`src/rtl/coin_detect.sv`:
```
// Coin slot front end for the vending controller.
// Two active-low, bouncy slot sensors are synchronised and debounced.
// Each accepted coin produces a single one-cycle pulse. A 1-yuan event that
// coincides with a 0.5-yuan event goes out first. The half event waits in a
// pending register and coin_busy is high while it waits.
// Optional feature: define COIN_DETECT_CNT_EN to add cnt_clr and coin_total.
// coin_total is a saturating count of accepted value in 0.5-yuan units.
module coin_detect #(
    parameter logic [19:0] CNT_MAX = 20'd999_999
) (
    input  logic       clk,
    input  logic       rst_n,
    input  logic       coin_half_n,
    input  logic       coin_one_n,
`ifdef COIN_DETECT_CNT_EN
    input  logic       cnt_clr,
    output logic [7:0] coin_total,
`endif
    output logic       pi_money_half,
    output logic       pi_money_one,
    output logic       coin_busy
);

    localparam int CW = $clog2(int'(CNT_MAX) + 1);
    localparam logic [CW-1:0] CNT_TOP = CNT_MAX[CW-1:0];
    localparam logic [CW-1:0] CNT_PRE = CW'(CNT_MAX - 20'd1);

    // Channel 0 is the 0.5-yuan slot and channel 1 is the 1-yuan slot.
    logic [1:0] raw_n;
    logic [1:0] press_flag;

    assign raw_n = {coin_one_n, coin_half_n};

    genvar gi;
    generate
        for (gi = 0; gi < 2; gi++) begin : g_chan
            logic          sync1_q, sync1_d;
            logic          sync2_q, sync2_d;
            logic [CW-1:0] cnt_q, cnt_d;

            // The synchroniser shifts in the raw level.
            // The counter runs while the synchronised level is low and holds at CNT_MAX.
            always_comb begin
                sync1_d = raw_n[gi];
                sync2_d = sync1_q;
                cnt_d   = cnt_q;
                if (sync2_q) begin
                    cnt_d = '0;
                end else if (cnt_q != CNT_TOP) begin
                    cnt_d = cnt_q + CW'(1);
                end
            end

            // Registers for the synchroniser and the debounce counter. Idle state is "released".
            always_ff @(posedge clk or negedge rst_n) begin
                if (!rst_n) begin
                    sync1_q <= 1'b1;
                    sync2_q <= 1'b1;
                    cnt_q   <= '0;
                end else begin
                    sync1_q <= sync1_d;
                    sync2_q <= sync2_d;
                    cnt_q   <= cnt_d;
                end
            end

            // The counter passes CNT_MAX-1 only once per press, so this flag is a single cycle.
            assign press_flag[gi] = (cnt_q == CNT_PRE) && !sync2_q;
        end
    endgenerate

    logic half_q, half_d;
    logic one_q, one_d;
    logic pending_q, pending_d;
    logic busy_q, busy_d;
    logic half_src;

    // Arbitration: the 1-yuan event always wins. A half event that cannot go out is parked.
    always_comb begin
        half_src  = press_flag[0] || pending_q;
        one_d     = press_flag[1];
        half_d    = 1'b0;
        pending_d = 1'b0;
        if (press_flag[1]) begin
            pending_d = half_src;
        end else begin
            half_d = half_src;
        end
        busy_d = pending_d;
    end

    // Output and pending registers. No combinational path reaches the ports.
    always_ff @(posedge clk or negedge rst_n) begin
        if (!rst_n) begin
            half_q    <= 1'b0;
            one_q     <= 1'b0;
            pending_q <= 1'b0;
            busy_q    <= 1'b0;
        end else begin
            half_q    <= half_d;
            one_q     <= one_d;
            pending_q <= pending_d;
            busy_q    <= busy_d;
        end
    end

    assign pi_money_half = half_q;
    assign pi_money_one  = one_q;
    assign coin_busy     = busy_q;

`ifdef COIN_DETECT_CNT_EN
    logic [7:0] total_q, total_d;
    logic [8:0] total_sum;

    // Accumulate the emitted pulses: +1 for half, +2 for one.
    // The total saturates at 255. A clear wins over an increment in the same cycle.
    always_comb begin
        total_sum = {1'b0, total_q} + {7'b0, one_q, half_q};
        total_d   = total_sum[8] ? 8'hFF : total_sum[7:0];
        if (cnt_clr) begin
            total_d = 8'd0;
        end
    end

    // Running total register.
    always_ff @(posedge clk or negedge rst_n) begin
        if (!rst_n) begin
            total_q <= 8'd0;
        end else begin
            total_q <= total_d;
        end
    end

    assign coin_total = total_q;
`endif

endmodule

```
`config.mk`:
```
export PLATFORM = sky130hd
export DESIGN_NAME = coin_detect
export DESIGN_NICKNAME = d
export VERILOG_FILES = /design/src/rtl/coin_detect.sv
export SDC_FILE = /design/constraint.sdc
export NUM_CORES = 1
export LEC_CHECK = 0
export CAP_MARGIN = 15
export CORE_MARGIN = 2
export CORE_UTILIZATION = 60
export CTS_CLUSTER_SIZE = 20
export DETAILED_ROUTE_END_ITERATION = 16
export HOLD_SLACK_MARGIN = 0.02
export MAX_ROUTING_LAYER = met4
export PLACE_DENSITY = 0.79
export SETUP_SLACK_MARGIN = 0.02
export SLEW_MARGIN = 20
export SYNTH_ARGS = -nofsm -noshare
export SYNTH_HDL_FRONTEND = slang
export SYNTH_SLANG_ARGS = --single-unit
```
`constraint.sdc`:
```
create_clock -name clk -period 2.27 [get_ports clk]
set_clock_uncertainty 0.15 [all_clocks]
set_input_delay 0.681 -clock clk [delete_from_list [all_inputs] [get_ports clk]]
set_output_delay 0.681 -clock clk [all_outputs]
set_load 0.02 [all_outputs]
```
* Word-level counts from Yosys, hierarchy flattened
Cells that the tools add are included.
** Cells by class
- Add/sub/neg operators :: 2
- Equality and inequality tests :: 4
- Multiplexer cells :: 6
- Reductions and logical operators :: 7
** Operators by type and width (count)
- $mux 20 :: 4
- $add 20x1->20 const B :: 2
- $eq 20x20->1 const B :: 2
- $ne 20x20->1 const B :: 2
- $reduce_bool 2->1 :: 2
- $logic_and 1x1->1 :: 2
- $logic_not 1->1 :: 2
- $mux 1 :: 2
- $logic_or 1x1->1 :: 1
** Word-level totals
- Register bits :: 47
- Bits of input ports :: 4
- Output and inout port bits :: 3
- Logic and storage cells :: 28

* Logic depth before layout (Yosys ltp)
Gate-level depths: netlist of the first run.
- Depth after elaboration :: 4
- Gate-level depth with buffers :: 5
- Mapped depth without buffers :: 5

* Worst setup path after synthesis of the first run
Ideal clock, no wire load.
- Path type :: register -> register
- Start :: register g_chan[0].cnt_q[0]
- End :: register g_chan[0].cnt_q[18]
- Library setup time :: 78 ps
- Arrival time :: 1765 ps
- Data required time :: 2042 ps
- Slack :: 277 ps
- Stages on the path, launching flop included :: 6
- Buffers on the path :: 0
- Clock period less this slack :: 1993 ps
- Cell sequence :: dfrtp_1 > ha_1 > nand3_1 > or3_4 > or4_1 > a21oi_1
** Between the ends
- Longest elaborated chain between the ends :: 3
- Elaborated cells between the ends (all ways) :: 5
- Those cells by class :: add/sub (1); eq/ne (1); mux (2); reduce/logical (1)
** Ends and longest elaborated chain
- from (decl) :: line 39 : logic [CW-1:0] cnt_q, cnt_d;
- from (signal assigned) :: line 63 : cnt_q <= cnt_d;
- $add 20x1->20 :: line 50 : cnt_d = cnt_q + CW'(1);
- $mux 20 :: line 49 : end else if (cnt_q != CNT_TOP) begin
- $mux 20 :: line 47 : if (sync2_q) begin
Several ways; a longest one is shown, not always the timed one. The select of a mux whose other input is x is not followed.
A chain may end at the register's enable or synchronous reset.

* Worst setup path after layout of the first run
- Start :: register busy_q, in the netlist coin_busy
- End :: output port coin_busy
** RTL lines
- from (decl) :: line 75 : logic busy_q, busy_d;
- from (signal assigned) :: line 103 : busy_q <= busy_d;
- to (decl) :: line 21 : output logic coin_busy
No word-level cell between the ends.

==> results.tsv, run 1 <==
metric	value	unit
Sw Pwr	340	uW
Layout Area Growth over Synthesis	9.53	%
crit path kind	reg2out	
Cell Int Power	1.12	mW
Crit Path Max Fanout	2	
Hold WC Path Type	in2async	
core area	3970	sq um
clock latency on the worst-skew pair	300	ps
dominant synthesized flop cell	dfrtp_1	
Mapped Area	2440	sq um
Die Width	67.8	um
critical path depth in cells	1	
first-pass GRT wire length	8.14	mm
Finish-stage setup viols	0	
Final nets	267	
WP buf/inv	1	
metal2 WL	2.39	mm
sequential cell fraction of total power	0.598	
Synth cell types	42	
total track usage	0.246	
CP required	1440	ps
largest net degree at the start of global routing	29	
CTS root buffer	clkbuf_8	
Top Layer Used	met4	
Logic pwr share	0.038	
RSZ-0062 raised after global routing	false	
leakage	1.08	nW
DR WL/cell	14.9	um
normalized max-slew margin	0.598	
Synthesized Nets	256	
Starting Density	0.615	
Ports	7	
RePlAce Congestion	0.884	
most frequent cells in the layout	dfrtp_1, nor2_1, a21oi_1, xnor2_1	
clock-pin transition on the worst setup and hold timing paths	90	ps
xor-xnor portion of the synthesized cell area	0.0538	
share of synthesized cell area in and, or, nand and nor gates	0.284	
Metal-1 WL	2.06	mm
DP HPWL	3.35	mm
CP peak stage delay	610	ps
clock sink count	47	
adder-cell area share of the yosys netlist	0.0205	
router iterations before antenna repair	4	
reg2reg setup slack	230	ps
syn avg cell area	9.84	sq um
crit end category	output pin	
first-iteration detailed-routing DRC count	145	
crit path time final	2110	ps
Achievable Freq	0.475	GHz
Crit Reg-Reg Startpoint	g_chan[1].cnt_q[0]	
Yosys reg bits	47	
total congestion overflow	0	
# port buffers	6	
worst slew pin tran	595	ps
DRT antenna net count	0	
Synth Area in Compound Gates	0.0856	
clock power share	0.364	
max cap viols	0	
vias in the first global route	1835	
layout cells sized above 1	0.138	
commonest non-fill, non-tap cell in the layout	dfrtp_1	
Die Ht	67.8	um
Num CTS Buffers	5	
largest family of logic cells by synthesized area	simple AND/OR/NAND/NOR gates	
met3 wire length	122	um
VDD IR max	0.343	mV
number of synthesized flops with an enable pin	0	
WL final	4.62	mm
post-cts resize count	0	
Worst setup startpoint	coin_busy	
Via density	6.09	
deepest clock path buffer count	2	
mux cell area share after synthesis	0.0461	
R2R depth	5	
# DRC	0	
Die Area	4590	sq um
Power Dens Cells	546	nW/um^2
Final Util	0.673	
Post-synth ARST share	1.00	
Setup TNS	0	ps
Setup crit end	coin_busy	
via count	1888	
fin. max-slew vios	0	
TritonCTS clock tree	built	
Cell Rows	23	
crit path cell chain	clkdlybuf4s50_1	
Post-CTS Setup Bufs	0	
Sw Ratio	0.232	
Crit-path slowest cell	clkdlybuf4s50_1	
initial antenna violation count	0	
Critical Path Start Type	flip-flop	
post-synthesis sequential area ratio	0.484	
worst hold slack	186	ps
Top delay family on crit path	buffers and inverters	
CP arrival	1270	ps
endpoints failing hold	0	
fin crit share	0.928	
r2r endpoint	g_chan[1].cnt_q[18]	
Post-CTS Hold Fix Bufs	0	
status	completed	
ANT cells	0	
H-tree depth	2	
synthesized instance count	248	
Ys Warns	0	
[metrics by stage]
| step | area [sq um] | cells | setup WS [ps] | power, mW |
|---|---|---|---|---|
| global route | 2670 | 310 | 51.0 | 1.52 |
| global placement | 2570 | 302 | 306 | 0.943 |
| detailed placement | 2570 | 302 | 246 | 0.946 |
| CTS | 2670 | 310 | 152 | 1.48 |
| floorplan | 2440 | 248 | 277 | 0.912 |
| finish | 2670 | 310 | 164 | 1.46 |
[metal layers]
metal  GRT usage  vias up
met1       0.281      930
met4       0.110        0
met5           -        -
li1            -      924
met3      0.0367        5
met2       0.425       29
[worst min path at each step]
stage | startpoint | end | slack (ps) | depth (start not counted)
finish | rst_n | g_chan[0].cnt_q[5] | 190 | 1
global placement | g_chan[1].sync1_q | g_chan[1].sync2_q | 200 | 0
CTS | rst_n | g_chan[0].cnt_q[5] | 190 | 1
global route | rst_n | g_chan[0].cnt_q[5] | 210 | 1
detailed placement | g_chan[1].sync1_q | g_chan[1].sync2_q | 200 | 0
floorplan | g_chan[0].sync1_q | g_chan[0].sync2_q | 200 | 0
[synth_stat cells (2+ instances only)]
cell,count,area (sq um)
or3_1,5,31.3
and4_1,3,26.3
xnor2_1,13,114
nor4_1,8,50.1
a31oi_1,5,31.3
a211oi_1,4,30.0
nand4_1,9,56.3
and3_1,2,12.5
ha_1,4,50.1
o21ai_0,6,30.0
nand4b_1,2,17.5
a21oi_1,14,70.1
or4_1,4,30.0
xor2_1,2,17.5
inv_1,7,26.3
nand2_1,12,45.0
nor3_1,10,50.1
nand3_1,12,60.1
nor2_1,32,120
o31ai_1,3,22.5
mux2_2,10,113
clkbuf_1,7,26.3
dfstp_2,4,105
nor2b_1,10,62.6
dfrtp_1,43,1080
[cells by family (layout without fill, tap and decap cells)]
group,count (synthesis),count (layout)
mux,10,10
simple gates,121,121
flops,47,47
fa+ha+maj,4,4
xor+xnor,15,15
compound gates,35,35
buf+inv,16,28
[final cells by class]
type                       count  area, sq um
multi-input combinational    185         1200
fill                         305         1300
tap                           50         62.6
clock buffer                   6         82.6
timing repair buffer          13          108
sequential                    47         1180
inverter                       7         26.3
clock inverter                 2         16.3
[registers in the layout, indices dropped and copies added, names as in the netlist]
name            cells
g_chan.cnt_q       40
g_chan.sync1_q      2
g_chan.sync2_q      2
coin_busy           1
pi_money_half       1
pi_money_one        1
[power groups by stage]
stage / Sequential, mW / Combinational, mW / Clock, mW
after global placement: 0.888 / 0.0543 / 0
after floorplan: 0.877 / 0.0349 / 0
after detailed placement: 0.890 / 0.0561 / 0
after global routing: 0.878 / 0.0648 / 0.580
after CTS: 0.874 / 0.0565 / 0.548
final: 0.874 / 0.0551 / 0.532
No activity file was read; power rests on OpenSTA's default activity.
==> run 2, diff against run 1 <==
--- a/config.mk
+++ b/config.mk
@@ -5,14 +5,14 @@
 export SDC_FILE = /design/constraint.sdc
 export NUM_CORES = 1
 export LEC_CHECK = 0
-export CAP_MARGIN = 15
+export CAP_MARGIN = 40
 export CORE_MARGIN = 2
 export CORE_UTILIZATION = 60
 export CTS_CLUSTER_SIZE = 20
 export DETAILED_ROUTE_END_ITERATION = 16
 export HOLD_SLACK_MARGIN = 0.02
 export MAX_ROUTING_LAYER = met4
-export PLACE_DENSITY = 0.79
+export PLACE_DENSITY = 0.75
 export SETUP_SLACK_MARGIN = 0.02
 export SLEW_MARGIN = 20
 export SYNTH_ARGS = -nofsm -noshare
==> run 2 against run 1 <==
  * Count of clock-buffer cells in the layout unchanged
  * Die area unchanged
  * Via count down 1.5%
  * Sequential power about the same
  * Power up 13%
  * First-iteration DRC count down 15%
  * Sequential share of layout area down 0.63 points
  * Critical path type unchanged
  * Largest cell class unchanged
==> results.tsv, run 2 (same netlist as run 1, synthesis figures left out) <==
metric	value	unit	change
initial antenna violation count	0		unchanged
Num CTS Buffers	5		unchanged
Final nets	266		was 267
post-layout power	1.65	mW	was 1.46 mW
fin. max-slew vios	0		unchanged
commonest non-fill, non-tap cell in the layout	dfrtp_1		unchanged
VDD IR max	0.545	mV	was 0.343 mV
via count	1859		was 1888
Crit Reg-Reg Startpoint	g_chan[0].cnt_q[0]		was g_chan[1].cnt_q[0]
clock latency on the worst-skew pair	310	ps	was 300 ps
H-tree depth	2		unchanged
# port buffers	6		unchanged
total track usage	0.247		was 0.246
post-place setup slack	243	ps	was 246 ps
crit path time final	2100	ps	was 2110 ps
Achievable Freq	0.476	GHz	was 0.475 GHz
deepest clock path buffer count	2		unchanged
post-cts resize count	0		unchanged
core area	3970	sq um	unchanged
largest net degree at the start of global routing	29		unchanged
DR WL/cell	15.2	um	was 14.9 um
Layout Area Growth over Synthesis	11.1	%	was 9.53%
layout cells sized above 1	0.131		was 0.138
Starting Density	0.615		unchanged
CP peak stage delay	610	ps	about the same
Finish-stage setup viols	0		unchanged
status	completed		unchanged
WL final	4.70	mm	was 4.62 mm
clock-pin transition on the worst setup and hold timing paths	90	ps	about the same
vias in the first global route	1812		was 1835
total congestion overflow	0		unchanged
Setup WS post-layout	170	ps	was 164 ps
Crit Path Max Fanout	2		unchanged
Post-CTS Hold Fix Bufs	0		unchanged
Via density	6.02		was 6.09
RSZ-0062 raised after global routing	false		unchanged
normalized max-slew margin	0.642		was 0.598
Ports	7		unchanged
Setup TNS	0	ps	unchanged
CTS root buffer	clkbuf_8		unchanged
crit path cell chain	clkdlybuf4s50_1		unchanged
CP arrival	1270	ps	about the same
Critical Path Start Type	flip-flop		unchanged
Crit-path slowest cell	clkdlybuf4s50_1		unchanged
Most flops, register	g_chan.cnt_q		unchanged
Largest register FFs	40		unchanged
Post-Layout Inst Area	2710	sq um	was 2670 sq um
Die Width	67.8	um	unchanged
Filler cells	312		was 305
R2R depth	5		unchanged
max cap viols	0		unchanged
router iterations before antenna repair	4		unchanged
DRT antenna net count	0		unchanged
# DRC	0		unchanged
Placed Area	2580	sq um	was 2570 sq um
crit path kind	reg2out		unchanged
DP HPWL	3.31	mm	was 3.35 mm
crit end category	output pin		unchanged
clock sink count	47		unchanged
largest registers	g_chan.cnt_q (40), g_chan.sync1_q (2), g_chan.sync2_q (2)		unchanged
Cell Rows	23		unchanged
endpoints failing hold	0		unchanged
worst slew pin tran	530	ps	was 595 ps
CP required	1440	ps	about the same
WP buf/inv	1		unchanged
Top delay family on crit path	buffers and inverters		unchanged
reg2reg setup slack	200	ps	was 230 ps
Power Dens Cells	609	nW/um^2	was 546 nW/um^2
Post-CTS Setup Bufs	0		unchanged
most frequent cells in the layout	dfrtp_1, nor2_1, a21oi_1, xnor2_1		unchanged
first-iteration detailed-routing DRC count	123		was 145
leakage	1.10	nW	was 1.08 nW
TritonCTS clock tree	built		unchanged
Hold WC Path Type	in2async		unchanged
first-pass GRT wire length	8.15	mm	was 8.14 mm
fin crit share	0.925		was 0.928
Die Ht	67.8	um	unchanged
r2r endpoint	g_chan[0].cnt_q[18]		was g_chan[1].cnt_q[18]
Die Area	4590	sq um	unchanged
RePlAce Congestion	0.885		was 0.884
ANT cells	0		unchanged
==> run 2: where the power goes <==
part           switching (mW)  internal [mW]  total (mW)
combinational          0.0339         0.0222      0.0561
clock                   0.281          0.440       0.722
sequential             0.0225          0.852       0.874
total                   0.338           1.31        1.65
==> run 2: worst max path at each step <==
| stage | from | to | slack, ps | depth (start not counted) |
|---|---|---|---|---|
| finish | coin_busy | coin_busy | 170 | 1 |
| global route | g_chan[0].cnt_q[1] | g_chan[0].cnt_q[18] | 50 | 5 |
| global placement | g_chan[0].cnt_q[1] | g_chan[0].cnt_q[18] | 300 | 5 |
| floorplan | g_chan[0].cnt_q[0] | g_chan[0].cnt_q[18] | 280 | 5 |
| detailed placement | g_chan[0].cnt_q[1] | g_chan[0].cnt_q[18] | 240 | 5 |
| CTS | coin_busy | coin_busy | 150 | 1 |
==> run 2: metrics by stage <==
stage / hold slack [ps] / cells / utilization
3_5_place_dp: 202 / 301 / 0.650
5_1_grt: 181 / 309 / 0.683
4_1_cts: 158 / 309 / 0.683
2_1_floorplan: 195 / 248 / -
3_3_place_gp: 196 / 301 / 0.650
6_report: 159 / 309 / 0.683
==> run 2: final cells by class <==
class	count	area, sq um	share of cell area
Inverter	7	26.3	0.00969
Clock buffer	6	72.6	0.0268
Clock inverter	2	60.1	0.0221
Timing Repair Buffer	12	113	0.0415
Tap cell	50	62.6	0.0231
Multi-Input combinational cell	185	1200	0.441
Sequential cell	47	1180	0.435
==> run 2: per-layer routing <==
layer	track usage	routed length, um	vias to the layer above
li1	-	-	919
met1	0.294	2080	911
met2	0.409	2400	21
met3	0.0583	146	8
met4	0.0875	73	0
met5	-	0	-
==> run 3, diff against run 2 <==
--- a/config.mk
+++ b/config.mk
@@ -8,6 +8,7 @@
 export CAP_MARGIN = 40
 export CORE_MARGIN = 2
 export CORE_UTILIZATION = 60
+export CTS_CLUSTER_DIAMETER = 120
 export CTS_CLUSTER_SIZE = 20
 export DETAILED_ROUTE_END_ITERATION = 16
 export HOLD_SLACK_MARGIN = 0.02
==> results of run 3 <==
No change in the layout: final DEF, timing and power equal those of run 2.
